`src/rtl/clock_pkg.sv`:
```
`default_nettype none
// ---------------------------------------------------------------------------
// clock_pkg : mode/digit encodings and timing defaults for the alarm clock.
// Rev 1.0
// ---------------------------------------------------------------------------
package clock_pkg;

   typedef enum logic [1:0] {
      MODE_RUN       = 2'b00,
      MODE_SET_TIME  = 2'b01,
      MODE_SET_ALARM = 2'b10,
      MODE_RINGING   = 2'b11
   } mode_t;

   localparam int DIG_MIN_LO = 0;
   localparam int DIG_MIN_HI = 1;
   localparam int DIG_HR_LO  = 2;
   localparam int DIG_HR_HI  = 3;

   localparam int DEF_REPEAT_DELAY  = 50_000_000;
   localparam int DEF_REPEAT_PERIOD = 10_000_000;
   localparam int DEF_RING_MINUTES  = 5;

endpackage
`default_nettype wire

```
`src/rtl/btn_repeat.sv`:
```
`default_nettype none
// ---------------------------------------------------------------------------
// btn_repeat : press edge detect plus hold-to-repeat strobe generator.
// Rev 1.0
// ---------------------------------------------------------------------------
module btn_repeat #(
   parameter int REPEAT_DELAY  = 8,
   parameter int REPEAT_PERIOD = 4
) (
   input  logic clk,
   input  logic reset,
   input  logic btn,
   input  logic other,
   input  logic clr,
   output logic press,
   output logic strobe
);

   localparam int CW = $clog2(REPEAT_DELAY + 1);
   localparam logic [CW-1:0] LAST   = CW'(REPEAT_DELAY - 1);
   localparam logic [CW-1:0] RELOAD = CW'(REPEAT_DELAY - REPEAT_PERIOD);

   logic          btn_q;
   logic [CW-1:0] cnt;
   logic          hold;

   // cnt holds the number of held cycles before the current one, so the
   // press cycle sees 0 and the REPEAT_DELAY-th held cycle sees LAST.
   assign hold   = btn & ~other;
   assign press  = btn & ~btn_q;
   assign strobe = hold & ~clr & (press | (cnt == LAST));

   always_ff @(posedge clk or negedge reset) begin
      if (!reset) begin
         btn_q <= 1'b0;
         cnt   <= '0;
      end else begin
         btn_q <= btn;
         if (!hold || clr)
            cnt <= '0;
         else if (cnt == LAST)
            cnt <= RELOAD;
         else
            cnt <= cnt + CW'(1);
      end
   end

endmodule
`default_nettype wire

```
`src/rtl/clock_mode_ctrl.sv`:
```
`default_nettype none
// ---------------------------------------------------------------------------
// clock_mode_ctrl : alarm-clock mode FSM, set cursor, digit strobes, buzzer.
// Rev 1.0
// ---------------------------------------------------------------------------
import clock_pkg::*;

module clock_mode_ctrl #(
   parameter int REPEAT_DELAY  = DEF_REPEAT_DELAY,
   parameter int REPEAT_PERIOD = DEF_REPEAT_PERIOD,
   parameter int RING_MINUTES  = DEF_RING_MINUTES
) (
   input  logic       clk,
   input  logic       reset,
   input  logic       tick_min,
   input  logic       btn_c,
   input  logic       btn_l,
   input  logic       btn_r,
   input  logic       btn_u,
   input  logic       btn_d,
   input  logic [3:0] time_tc,
   input  logic       alarm_match,
   output logic [3:0] time_en,
   output logic       time_up,
   output logic       time_down,
   output logic [3:0] alarm_en,
   output logic       alarm_up,
   output logic       alarm_down,
   output logic [1:0] mode,
   output logic [1:0] cursor,
   output logic       alarm_armed,
   output logic       buzzer
);

   localparam int RW = $clog2(RING_MINUTES + 1);
   localparam logic [RW-1:0] RING_LAST = RW'(RING_MINUTES - 1);

   mode_t         state;
   logic [1:0]    cur;
   logic          armed;
   logic          buzz;
   logic [RW-1:0] ring_cnt;
   logic          c_q, l_q, r_q, match_q;

   logic press_c, press_l, press_r, press_u, press_d;
   logic strobe_u, strobe_d, up, down;
   logic any_press, match_rise, trigger, ring_exit, mode_chg, allow_ud;
   logic [3:0] carry;

   // hr_hi is the top digit: its terminal flag never feeds a carry.
   wire unused_hr_hi_tc = time_tc[DIG_HR_HI];

   assign press_c    = btn_c & ~c_q;
   assign press_l    = btn_l & ~l_q;
   assign press_r    = btn_r & ~r_q;
   assign any_press  = press_c | press_l | press_r | press_u | press_d;
   assign match_rise = alarm_match & ~match_q;

   assign trigger   = (state == MODE_RUN) & armed & match_rise & ~press_c;
   assign ring_exit = (state == MODE_RINGING) &
                      (any_press | (tick_min & (ring_cnt == RING_LAST)));
   assign mode_chg  = press_c | trigger | ring_exit;

   btn_repeat #(
      .REPEAT_DELAY  (REPEAT_DELAY),
      .REPEAT_PERIOD (REPEAT_PERIOD)
   ) u_rep_up (
      .clk    (clk),
      .reset  (reset),
      .btn    (btn_u),
      .other  (btn_d),
      .clr    (mode_chg),
      .press  (press_u),
      .strobe (strobe_u)
   );

   btn_repeat #(
      .REPEAT_DELAY  (REPEAT_DELAY),
      .REPEAT_PERIOD (REPEAT_PERIOD)
   ) u_rep_down (
      .clk    (clk),
      .reset  (reset),
      .btn    (btn_d),
      .other  (btn_u),
      .clr    (mode_chg),
      .press  (press_d),
      .strobe (strobe_d)
   );

   // Cursor and mode presses outrank up/down in the same cycle.
   assign allow_ud = ~press_l & ~press_r;
   assign up       = strobe_u & allow_ud;
   assign down     = strobe_d & allow_ud;

   assign carry[DIG_MIN_LO] = 1'b1;
   assign carry[DIG_MIN_HI] = time_tc[DIG_MIN_LO];
   assign carry[DIG_HR_LO]  = &time_tc[DIG_MIN_HI:DIG_MIN_LO];
   assign carry[DIG_HR_HI]  = &time_tc[DIG_HR_LO:DIG_MIN_LO];

   always_comb begin
      time_en    = 4'b0000;
      time_up    = 1'b0;
      time_down  = 1'b0;
      alarm_en   = 4'b0000;
      alarm_up   = 1'b0;
      alarm_down = 1'b0;
      if (state == MODE_SET_TIME) begin
         if (up | down)
            time_en[cur] = 1'b1;
         time_up   = up;
         time_down = down;
      end else if (tick_min) begin
         time_en = carry;
         time_up = 1'b1;
      end
      if ((state == MODE_SET_ALARM) && (up | down)) begin
         alarm_en[cur] = 1'b1;
         alarm_up      = up;
         alarm_down    = down;
      end
   end

   always_ff @(posedge clk or negedge reset) begin
      if (!reset) begin
         state    <= MODE_RUN;
         cur      <= 2'd0;
         armed    <= 1'b0;
         buzz     <= 1'b0;
         ring_cnt <= '0;
         c_q      <= 1'b0;
         l_q      <= 1'b0;
         r_q      <= 1'b0;
         match_q  <= 1'b0;
      end else begin
         c_q     <= btn_c;
         l_q     <= btn_l;
         r_q     <= btn_r;
         match_q <= alarm_match;
         case (state)
            MODE_RUN: begin
               if (press_c) begin
                  state <= MODE_SET_TIME;
                  cur   <= 2'd0;
               end else if (trigger) begin
                  state <= MODE_RINGING;
                  buzz  <= 1'b1;
               end else if (press_l & ~press_r) begin
                  armed <= ~armed;
               end
            end
            MODE_SET_TIME, MODE_SET_ALARM: begin
               if (press_c) begin
                  state <= (state == MODE_SET_TIME) ? MODE_SET_ALARM : MODE_RUN;
                  cur   <= 2'd0;
               end else if (press_r & ~press_l) begin
                  cur <= cur + 2'd1;
               end else if (press_l & ~press_r) begin
                  cur <= cur - 2'd1;
               end
            end
            MODE_RINGING: begin
               if (ring_exit) begin
                  state    <= MODE_RUN;
                  buzz     <= 1'b0;
                  ring_cnt <= '0;
               end else if (tick_min) begin
                  ring_cnt <= ring_cnt + RW'(1);
               end
            end
            default: state <= MODE_RUN;
         endcase
      end
   end

   assign mode        = state;
   assign cursor      = cur;
   assign alarm_armed = armed;
   assign buzzer      = buzz;

endmodule
`default_nettype wire

```
`config.mk`:
```
export PLATFORM = sky130hd
export DESIGN_NAME = clock_mode_ctrl
export DESIGN_NICKNAME = d
export VERILOG_FILES = /design/src/rtl/clock_pkg.sv /design/src/rtl/btn_repeat.sv /design/src/rtl/clock_mode_ctrl.sv
export SDC_FILE = /design/constraint.sdc
export NUM_CORES = 1
export LEC_CHECK = 0
export CAP_MARGIN = 20
export CORE_ASPECT_RATIO = 1.1
export CORE_UTILIZATION = 37
export CTS_CLUSTER_SIZE = 8
export DETAILED_ROUTE_END_ITERATION = 10
export SLEW_MARGIN = 20
export SYNTH_ARGS = -nofsm -noshare
export SYNTH_HDL_FRONTEND = slang
export SYNTH_SLANG_ARGS = --single-unit
```
`constraint.sdc`:
```
create_clock -name clk -period 4.1 [get_ports clk]
set_input_delay 0.41 -clock clk [delete_from_list [all_inputs] [get_ports clk]]
set_output_delay 0.41 -clock clk [all_outputs]
set_load 0.01 [all_outputs]
```
# Yosys cells after proc, flatten, opt, wreduce, memory -nomap -nowiden
# Index checks and enable logic that the tools add are counted.
# classes
addsub	5
order_cmp	2
n_eq_ne	13
mux	32
n_bitwise	46
n_reduce_logical	18
# ops
op	count
2-to-1 mux 26 bit	4
adder 26 x 1 -> 26 bit, second input constant	2
equality test 26 bit, second input constant	2
bitwise AND 1 bit	22
2-to-1 mux 2 bit	9
2-to-1 mux 4 bit	4
inverter 1 bit	14
inequality test 2 bit, second input constant	5
OR 1 bit	10
2-to-1 mux 1 bit	9
AND reduction 3 bit	3
AND reduction 4 bit	2
2-to-1 mux 3 bit	2
one-hot mux 2 bit (3 select lines)	1
nonzero test 2 bit	3
equality test 2 bit, second input constant	2
inequality test 4 bit, second input constant	1
one-hot mux 2 bit (2 select lines)	1
AND reduction 2 bit	2
adder 3 x 1 -> 3 bit, second input constant	1
equality test 3 bit, second input constant	1
< comparator 2 x 3 -> 1 bit, second input constant	1
inequality test 3 bit, second input constant	1
adder 2 x 1 -> 2 bit, second input constant	1
other kinds (10)	13
# totals
regBits	67
out_inout_bits	18

# Longest topological paths before layout
# Gate-level depths: netlist of run 1.
# depth
word_depth	16
mapped_depth	10
ltp_nobuf	8

# Hierarchy
# A second synthesis of run 1 with hierarchy kept.
# hier_totals
hier_cells	403
hier_area_um2	3867.5
# by_module_without_submodules
module	instances	cells_each	area_each_um2	seq_area_each_um2
btn_repeat (u_rep_down)	1	155	1475.2	675.6
btn_repeat (u_rep_up)	1	146	1468.9	675.6
clock_mode_ctrl	1	102	923.4	325.3

# Least setup slack after synthesis of run 1
# OpenSTA, ideal clock, no wires.
# synth_timing
path_kind	reg-to-output
start	reg state[0], in the netlist mode[0]
end	out time_down
t_arrival_ns	1.999
t_required_ns	3.690
setup_slack_ns	1.691
path_stages_with_launch	10
path_buffers	1
path_cell_list	dfrtp_1 inv_1 ha_1 nand4b_1 nor2b_1 nand3b_1 a21o_1 clkbuf_1 or2_1 nor2_1
# synth_via
elab_chain_cells	11
elab_cells_between_ends	14
cone_classes	eq/ne (2); mux (1); bitwise (10); reduce/logical (1)
# synth_lines
element	line_no	text
start: declaration	clock_mode_ctrl.sv:38	mode_t state;
start signal: assignment	clock_mode_ctrl.sv:153	state <= (state == MODE_SET_TIME) ? MODE_SET_ALARM : MODE_RUN;
zero test 2 bit	clock_mode_ctrl.sv:59	assign trigger = (state == MODE_RUN) & armed & match_rise & ~press_c;
bitwise AND 1 bit (3 in series)	clock_mode_ctrl.sv:59	
OR 1 bit (2 in series)	clock_mode_ctrl.sv:62	assign mode_chg = press_c | trigger | ring_exit;
inverter 1 bit	btn_repeat.sv:31	assign strobe = hold & ~clr & (press | (cnt == LAST));
bitwise AND 1 bit (2 in series)	btn_repeat.sv:31	
bitwise AND 1 bit	clock_mode_ctrl.sv:93	assign down = strobe_d & allow_ud;
2-to-1 mux 1 bit *	clock_mode_ctrl.sv:107	if (state == MODE_SET_TIME) begin
end: declaration	clock_mode_ctrl.sv:25	output logic time_down,
# Every way passes the cells marked *; elsewhere a longest branch is shown, timed or not.

# Worst setup path after layout of run 1
# layout_timing
start	reg state[0], in the netlist mode[0]
end	out time_en[0]
# layout_via
elab_chain_cells	13
elab_cells_between_ends	19
cone_classes	eq/ne (2); mux (2); bitwise (14); reduce/logical (1)
# layout_lines
element	line_no	text
zero test 2 bit	clock_mode_ctrl.sv:59	
bitwise AND 1 bit (3 in series)	clock_mode_ctrl.sv:59	
OR 1 bit (2 in series)	clock_mode_ctrl.sv:62	
inverter 1 bit	btn_repeat.sv:31	
bitwise AND 1 bit (2 in series)	btn_repeat.sv:31	
bitwise AND 1 bit (on tied branches)	clock_mode_ctrl.sv:92, clock_mode_ctrl.sv:93	
OR 1 bit	clock_mode_ctrl.sv:108	if (up | down)
2-to-1 mux 4 bit	clock_mode_ctrl.sv:108	
2-to-1 mux 4 bit *	clock_mode_ctrl.sv:107	
end: declaration	clock_mode_ctrl.sv:23	output logic [3:0] time_en,
# Marked as above.

==> impl_metrics.env, run 1 <==
export IMPL_status="finished clean"
export IMPL_path_max_fanout=12
export IMPL_drt_total_wl_um=6870
export IMPL_crit_buf_inv=2
export IMPL_cts_buffer_depth=2
export IMPL_synth_cells=364
export IMPL_num_antenna_cells=0
export IMPL_cts_sinks=67
export IMPL_mostFrequentLayoutCells="dfrtp_1 (67), nor2_1 (65), nand2_1 (32), xor2_1 (30), clkdlybuf4s50_1 (28)"
export IMPL_skew_ns=0.00567
export IMPL_multi_input_area_um2=1800
export IMPL_drive_gt1_share_pct=7.73
export IMPL_synthDistinctLibCells=49
export IMPL_syn_avg_cell_area_um2=9.73
export IMPL_clock_fmax_mhz=286
export IMPL_critical_path_class="register to primary output"
export IMPL_finalCritPeriodShare_pct=85.3
export IMPL_yosysSeqAreaShare_pct=47.3
export IMPL_synth_top_area_share_pct=47.3
export IMPL_grt_pass1_wl_um=12300
export IMPL_grt_pass1_vias=2602
export IMPL_finalSetupTns_ns=0
export IMPL_ir_worst_vdd_mv=0.294
export IMPL_tightest_slew_ns=0.758
export IMPL_post_drt_wl_per_cell_um=13.3
export IMPL_start_util_pct=38.1
export IMPL_critPathMaxStageDelay_ns=0.59
export IMPL_grt_overflow=0
export IMPL_firstDrtPassIters=4
export IMPL_detail_route_antenna_nets=0
export IMPL_ctsResizeCount=0
export IMPL_seqCellArea_um2=1680
export IMPL_gp_congestion=0.768
export IMPL_power_leakage_nw=1.73
export IMPL_antenna_found_initial=0
export IMPL_dp_slack_ns=0.668
export IMPL_ios=31
export IMPL_via_per_inst=5.03
export IMPL_hold_class="input port to async pin"
export IMPL_area_growth_syn_to_layout_pct=17.1
export IMPL_cts_hold_buf=0
export IMPL_hold_viol=0
export IMPL_cts_tree="done"
export IMPL_clk_pin_slew_worst_paths_ns=0.07
export IMPL_htree_levels=3
export IMPL_die_w_um=95.3
export IMPL_cts_inserted_buffers=9
export IMPL_fin_ws_ns=0.602
export IMPL_core_area_um2=9310
export IMPL_critical_path_top_delay_family="compound AO/OA/AOI/OAI gates"
export IMPL_synth_seq_cells=67
export IMPL_max_slew_margin_pct=49.5
export IMPL_yosys_top_cells_area="dfrtp_1 (47%), xor2_1 (7.4%), nor2_1 (6.9%)"
export IMPL_nNetsFinal=421
export IMPL_drt_initial_drc_count=121
export IMPL_arrival_ns=3.09
export IMPL_final_common_cell="dfrtp_1"
export IMPL_synth_top_cell_by_area="dfrtp_1"
export IMPL_setup_worst_path_end_class="primary output"
export IMPL_min_period_ns=3.50
export IMPL_dr_total_vias=2608
export IMPL_die_area_um2=9970
export IMPL_dp_final_hpwl_um=4790
export IMPL_powerDensity_nw_per_um2=408
export IMPL_syn_nets=387
export IMPL_yosys_warnings=0
export IMPL_clk_latency_ns=0.33
export IMPL_required_ns=3.69
export IMPL_fill_cells=885
export IMPL_grt_max_degree=37
export IMPL_power_total_mw=1.69
export IMPL_slew_violations=0
export IMPL_root_buffer="clkbuf_8"
export IMPL_syn_area_um2=3540
export IMPL_die_h_um=105
export IMPL_postCtsSetupBuffers=0
export IMPL_drv_cap=0
export IMPL_io_buffer_count=29
export IMPL_crit_path_start_kind="register"
export IMPL_drc=0
export IMPL_grtUsageTotal_pct=15.7
export IMPL_finalSetupViolCount=0
export IMPL_rows=37
export IMPL_path_cells="inv_1, ha_1, nand4b_1, nor2b_1, nand3b_1, a21o_1, a2bb2oi_4, o41ai_2, clkdlybuf4s50_1"
export IMPL_rsz0062_at_grt="false"
export IMPL_slowest_stage="clkdlybuf4s50_1"
-- per-layer routing --
| metal | track usage (%) | part of all wire (%) | up-vias |
|---|---|---|---|
| met5 | 0 | 0 | - |
| met4 | 6.17 | 1.7 | 0 |
| met3 | 2.47 | 2.2 | 10 |
| met2 | 24.9 | 48 | 29 |
| met1 | 21.2 | 48 | 1272 |
| li1 | - | - | 1297 |
-- final cells by class --
| class | count | area share, % |
|---|---|---|
| well taps | 117 | 3.53 |
| inverters | 9 | 0.815 |
| clock buffers | 12 | 3.98 |
| clock inverters | 2 | 0.845 |
| repair buffers | 30 | 7.06 |
| flip-flops and latches | 67 | 40.4 |
| multi-input cells | 281 | 43.3 |
-- final timing paths --
check                                  start                 end  slack (ns)  depth (start not counted)
min in group clk           u_rep_down.cnt[0]   u_rep_down.cnt[0]        0.48                          1
max in group asynchronous              reset    u_rep_up.cnt[11]        3.02                          2
min                                    reset    u_rep_up.cnt[24]        0.14                          1
max reg2reg                          mode[0]  u_rep_down.cnt[15]        1.56                          8
min reg2reg                u_rep_down.cnt[0]   u_rep_down.cnt[0]        0.48                          1
max                                  mode[0]          time_en[0]        0.60                          9
-- flip-flops by register name (all words and copies together) (netlist names), 2 cells and up --
| register | count |
|---|---|
| u_rep_down.cnt | 26 |
| u_rep_up.cnt | 26 |
| ring_cnt | 3 |
| cursor | 2 |
| mode | 2 |
-- where the power goes --
group	switching [mW]	internal, mW	leakage, nW
sequential	0.0483	0.701	0.909
combinational	0.210	0.174	0.714
clock	0.236	0.323	0.104
-- cells by family after synthesis --
family          count (synthesis)  synth area share, %
mux                             3                0.919
simple gates                  192                 28.2
flops                          67                 47.3
compound gates                 27                 6.01
xor+xnor                       49                 12.1
buf+inv                        16                 1.91
fa+ha+maj                      10                 3.53
-- cells in the mapped netlist (all sizes together) --
library cell and n:
a21o 2, a21oi 7, a22o 1, a2bb2oi 1, a31oi 1, and2 1, and2b 2, and3 14
and4 4, buf 4, clkbuf 3, dfrtp 67, ha 10, inv 9, mux2 2, mux2i 1
nand2 32, nand2b 8, nand3 22, nand3b 2, nand4 11, nand4b 2, nand4bb 1, nor2 65
nor2b 7, nor3 9, nor3b 1, nor4 3, nor4b 1, o21ai 8, o21bai 1, o31ai 4
o32ai 1, o41ai 1, or2 1, or2b 1, or3 3, or4 1, or4b 1, xnor2 19
xor2 30
-- stage by stage --
stage	instances	area [µm²]	util (%)	hold WS, ns
final	518	4150	44.6	0.138
after global routing	518	4150	44.6	0.200
after CTS	518	4150	44.6	0.164
after detailed placement	504	3950	42.4	0.472
after global placement	504	3950	42.4	0.465
after floorplan	364	3540	-	0.114
Note: power is estimated with default switching activity, not from simulation.
==> run 2, diff against run 1 <==
--- a/config.mk
+++ b/config.mk
@@ -10,7 +10,7 @@
 export CORE_UTILIZATION = 37
 export CTS_CLUSTER_SIZE = 8
 export DETAILED_ROUTE_END_ITERATION = 10
-export SLEW_MARGIN = 20
+export SLEW_MARGIN = 25
 export SYNTH_ARGS = -nofsm -noshare
 export SYNTH_HDL_FRONTEND = slang
 export SYNTH_SLANG_ARGS = --single-unit
==> results of run 2 <==
Same layout as run 1: the final DEF is identical, and so are final timing and power.
==> run 3, diff against run 2 <==
--- a/config.mk
+++ b/config.mk
@@ -6,7 +6,6 @@
 export NUM_CORES = 1
 export LEC_CHECK = 0
 export CAP_MARGIN = 20
-export CORE_ASPECT_RATIO = 1.1
 export CORE_UTILIZATION = 37
 export CTS_CLUSTER_SIZE = 8
 export DETAILED_ROUTE_END_ITERATION = 10
==> run 3 against run 2 <==
Critical path depth did not move. Worst hold slack got worse by 0.088 ns. Sequential share of layout area barely moved. Sequential cell count did not move. Via count fell by 0.38%. Non-clock buffer count did not move. Final area barely moved. Die area barely moved. Clock skew fell by 0.0011 ns. Register-to-register slack got worse by 0.04 ns. Highest routed layer unchanged.
==> impl_metrics.env, run 3 (synthesis gave the netlist of run 1 again) <==
export IMPL_hold_class="input port to async pin"
export IMPL_postCtsSetupBuffers=0
export IMPL_status="finished clean"
export IMPL_gp_congestion=0.775
export IMPL_setup_worst_path_end_class="primary output"
export IMPL_cts_buffer_depth=2
export IMPL_ios=31
export IMPL_clock_fmax_mhz=279
export IMPL_arrival_ns=3.17
export IMPL_antenna_found_initial=0
export IMPL_fin_ws_ns=0.521
export IMPL_grt_pass1_wl_um=12200
export IMPL_largestRegisters="u_rep_down.cnt (26), u_rep_up.cnt (26), ring_cnt (3)"
export IMPL_dr_wl_met3_um=137
export IMPL_wl_met1_um=3340
export IMPL_finalCritPeriodShare_pct=87.3
export IMPL_ir_worst_vdd_mv=0.286
export IMPL_power_clock_fraction_pct=30.7
export IMPL_combPwrFrac_pct=23.6
export IMPL_cts_inserted_buffers=9
export IMPL_die_w_um=99.8
export IMPL_dp_slack_ns=0.594
export IMPL_grt_max_degree=42
export IMPL_tightest_slew_ns=0.681
export IMPL_power_internal_mw=1.14
export IMPL_routed_top_layer="met4"
export IMPL_rsz0062_at_grt="false"
export IMPL_grt_overflow=0
export IMPL_final_area_um2=4140
export IMPL_die_area_um2=9970
export IMPL_max_slew_margin_pct=54.6
export IMPL_num_antenna_cells=0
export IMPL_ctsResizeCount=0
export IMPL_grt_pass1_vias=2576
export IMPL_drc=0
export IMPL_required_ns=3.69
export IMPL_min_period_ns=3.58
export IMPL_mostFrequentLayoutCells="dfrtp_1 (67), nor2_1 (65), nand2_1 (32), xor2_1 (30), clkdlybuf4s50_1 (28)"
export IMPL_drt_total_wl_um=6860
export IMPL_drive_gt1_share_pct=7.71
export IMPL_hold_viol=0
export IMPL_io_buffer_count=29
export IMPL_r2r_start="mode[0]"
export IMPL_drv_cap=0
export IMPL_core_area_um2=9240
export IMPL_dp_final_hpwl_um=4810
export IMPL_htree_levels=3
export IMPL_power_total_mw=1.64
export IMPL_critical_path_class="register to primary output"
export IMPL_detail_route_antenna_nets=0
export IMPL_dr_total_vias=2598
export IMPL_die_h_um=99.8
export IMPL_post_drt_wl_per_cell_um=12.9
export IMPL_clk_latency_ns=0.34
export IMPL_cts_tree="done"
export IMPL_via_per_inst=4.89
export IMPL_slew_violations=0
export IMPL_firstDrtPassIters=4
export IMPL_cts_hold_buf=0
export IMPL_switching_power_uw=503
export IMPL_nNetsFinal=421
export IMPL_final_common_cell="dfrtp_1"
export IMPL_wl_met2_um=3250
export IMPL_clk_pin_slew_worst_paths_ns=0.07
export IMPL_drt_initial_drc_count=44
export IMPL_cts_sinks=67
export IMPL_power_frac_seq_pct=45.7
export IMPL_skew_ns=0.00454
export IMPL_rrSetupSlack_ns=1.52
export IMPL_path_max_fanout=12
export IMPL_finalSetupViolCount=0
export IMPL_rr_worst_depth=8
export IMPL_start_util_pct=38.3
export IMPL_rows=35
export IMPL_powerDensity_nw_per_um2=396
export IMPL_swShare_pct=30.6
export IMPL_finalSetupTns_ns=0
export IMPL_area_growth_syn_to_layout_pct=17.0
export IMPL_crit_path_start_kind="register"
export IMPL_reg2reg_to="u_rep_down.cnt[23]"
export IMPL_power_leakage_nw=1.72
export IMPL_placed_cell_area_um2=3960
export IMPL_root_buffer="clkbuf_8"
export IMPL_grtUsageTotal_pct=15.6
[run 3: cell types whose count changed in the layout (fill, tap and decap cells not counted), sizes merged]
cell    before  now
bufinv       1    0
clkinv       1    2
clkbuf      12   13
[run 3: area by class of cell]
| cell class | count | area, µm² |
|---|---|---|
| multi-input combinational | 281 | 1800 |
| tap | 129 | 161 |
| clock inverter | 2 | 10.0 |
| inverter | 9 | 33.8 |
| fill | 892 | 5100 |
| clock buffer | 13 | 169 |
| sequential | 67 | 1680 |
| timing repair buffer | 30 | 295 |
[run 3: how the worst max path moves through the flow]
stage                        from    endpoint  slack [ns]  cells past startpoint
after floorplan           mode[0]   time_down        1.69                      9
after global placement      btn_c  time_en[0]        0.67                      8
after detailed placement    btn_r  time_en[0]        0.59                      8
after CTS                 mode[0]  time_en[0]        0.50                      9
after global routing      mode[0]  time_en[0]        0.34                      9
final                     mode[0]  time_en[0]        0.52                      9
[run 3: power by group through the flow]
stage                     clock [mW]  combinational [mW]  sequential, mW
after floorplan                    0               0.242           0.758
after global placement             0               0.381           0.760
after detailed placement           0               0.390           0.763
after CTS                      0.523               0.394           0.750
after global routing           0.556               0.440           0.757
final                          0.504               0.388           0.750
[run 3: through the flow]
stage                     hold WS, ns  util, %  instances
final                          0.0501     44.8        531
after global routing           0.0865     44.8        531
after CTS                       0.248     44.8        531
after detailed placement        0.472     42.9        516
after global placement          0.468     42.9        516
after floorplan                 0.114        -        364
[run 3: routing by layer]
layer / GRT usage (%) / vias to the layer above
met5: 0 / -
met4: 7.47 / 0
met3: 2.72 / 10
met2: 24.0 / 27
met1: 21.3 / 1258
li1: - / 1303
[run 3: critical path: stages (launching register included)]
cell	delay, ns
dfrtp_1	0.46
inv_1	0.12
ha_1	0.26
nand4b_1	0.14
nor2b_1	0.23
nand3b_1	0.11
a21o_1	0.35
a2bb2oi_4	0.27
o41ai_2	0.29
clkdlybuf4s50_1	0.59
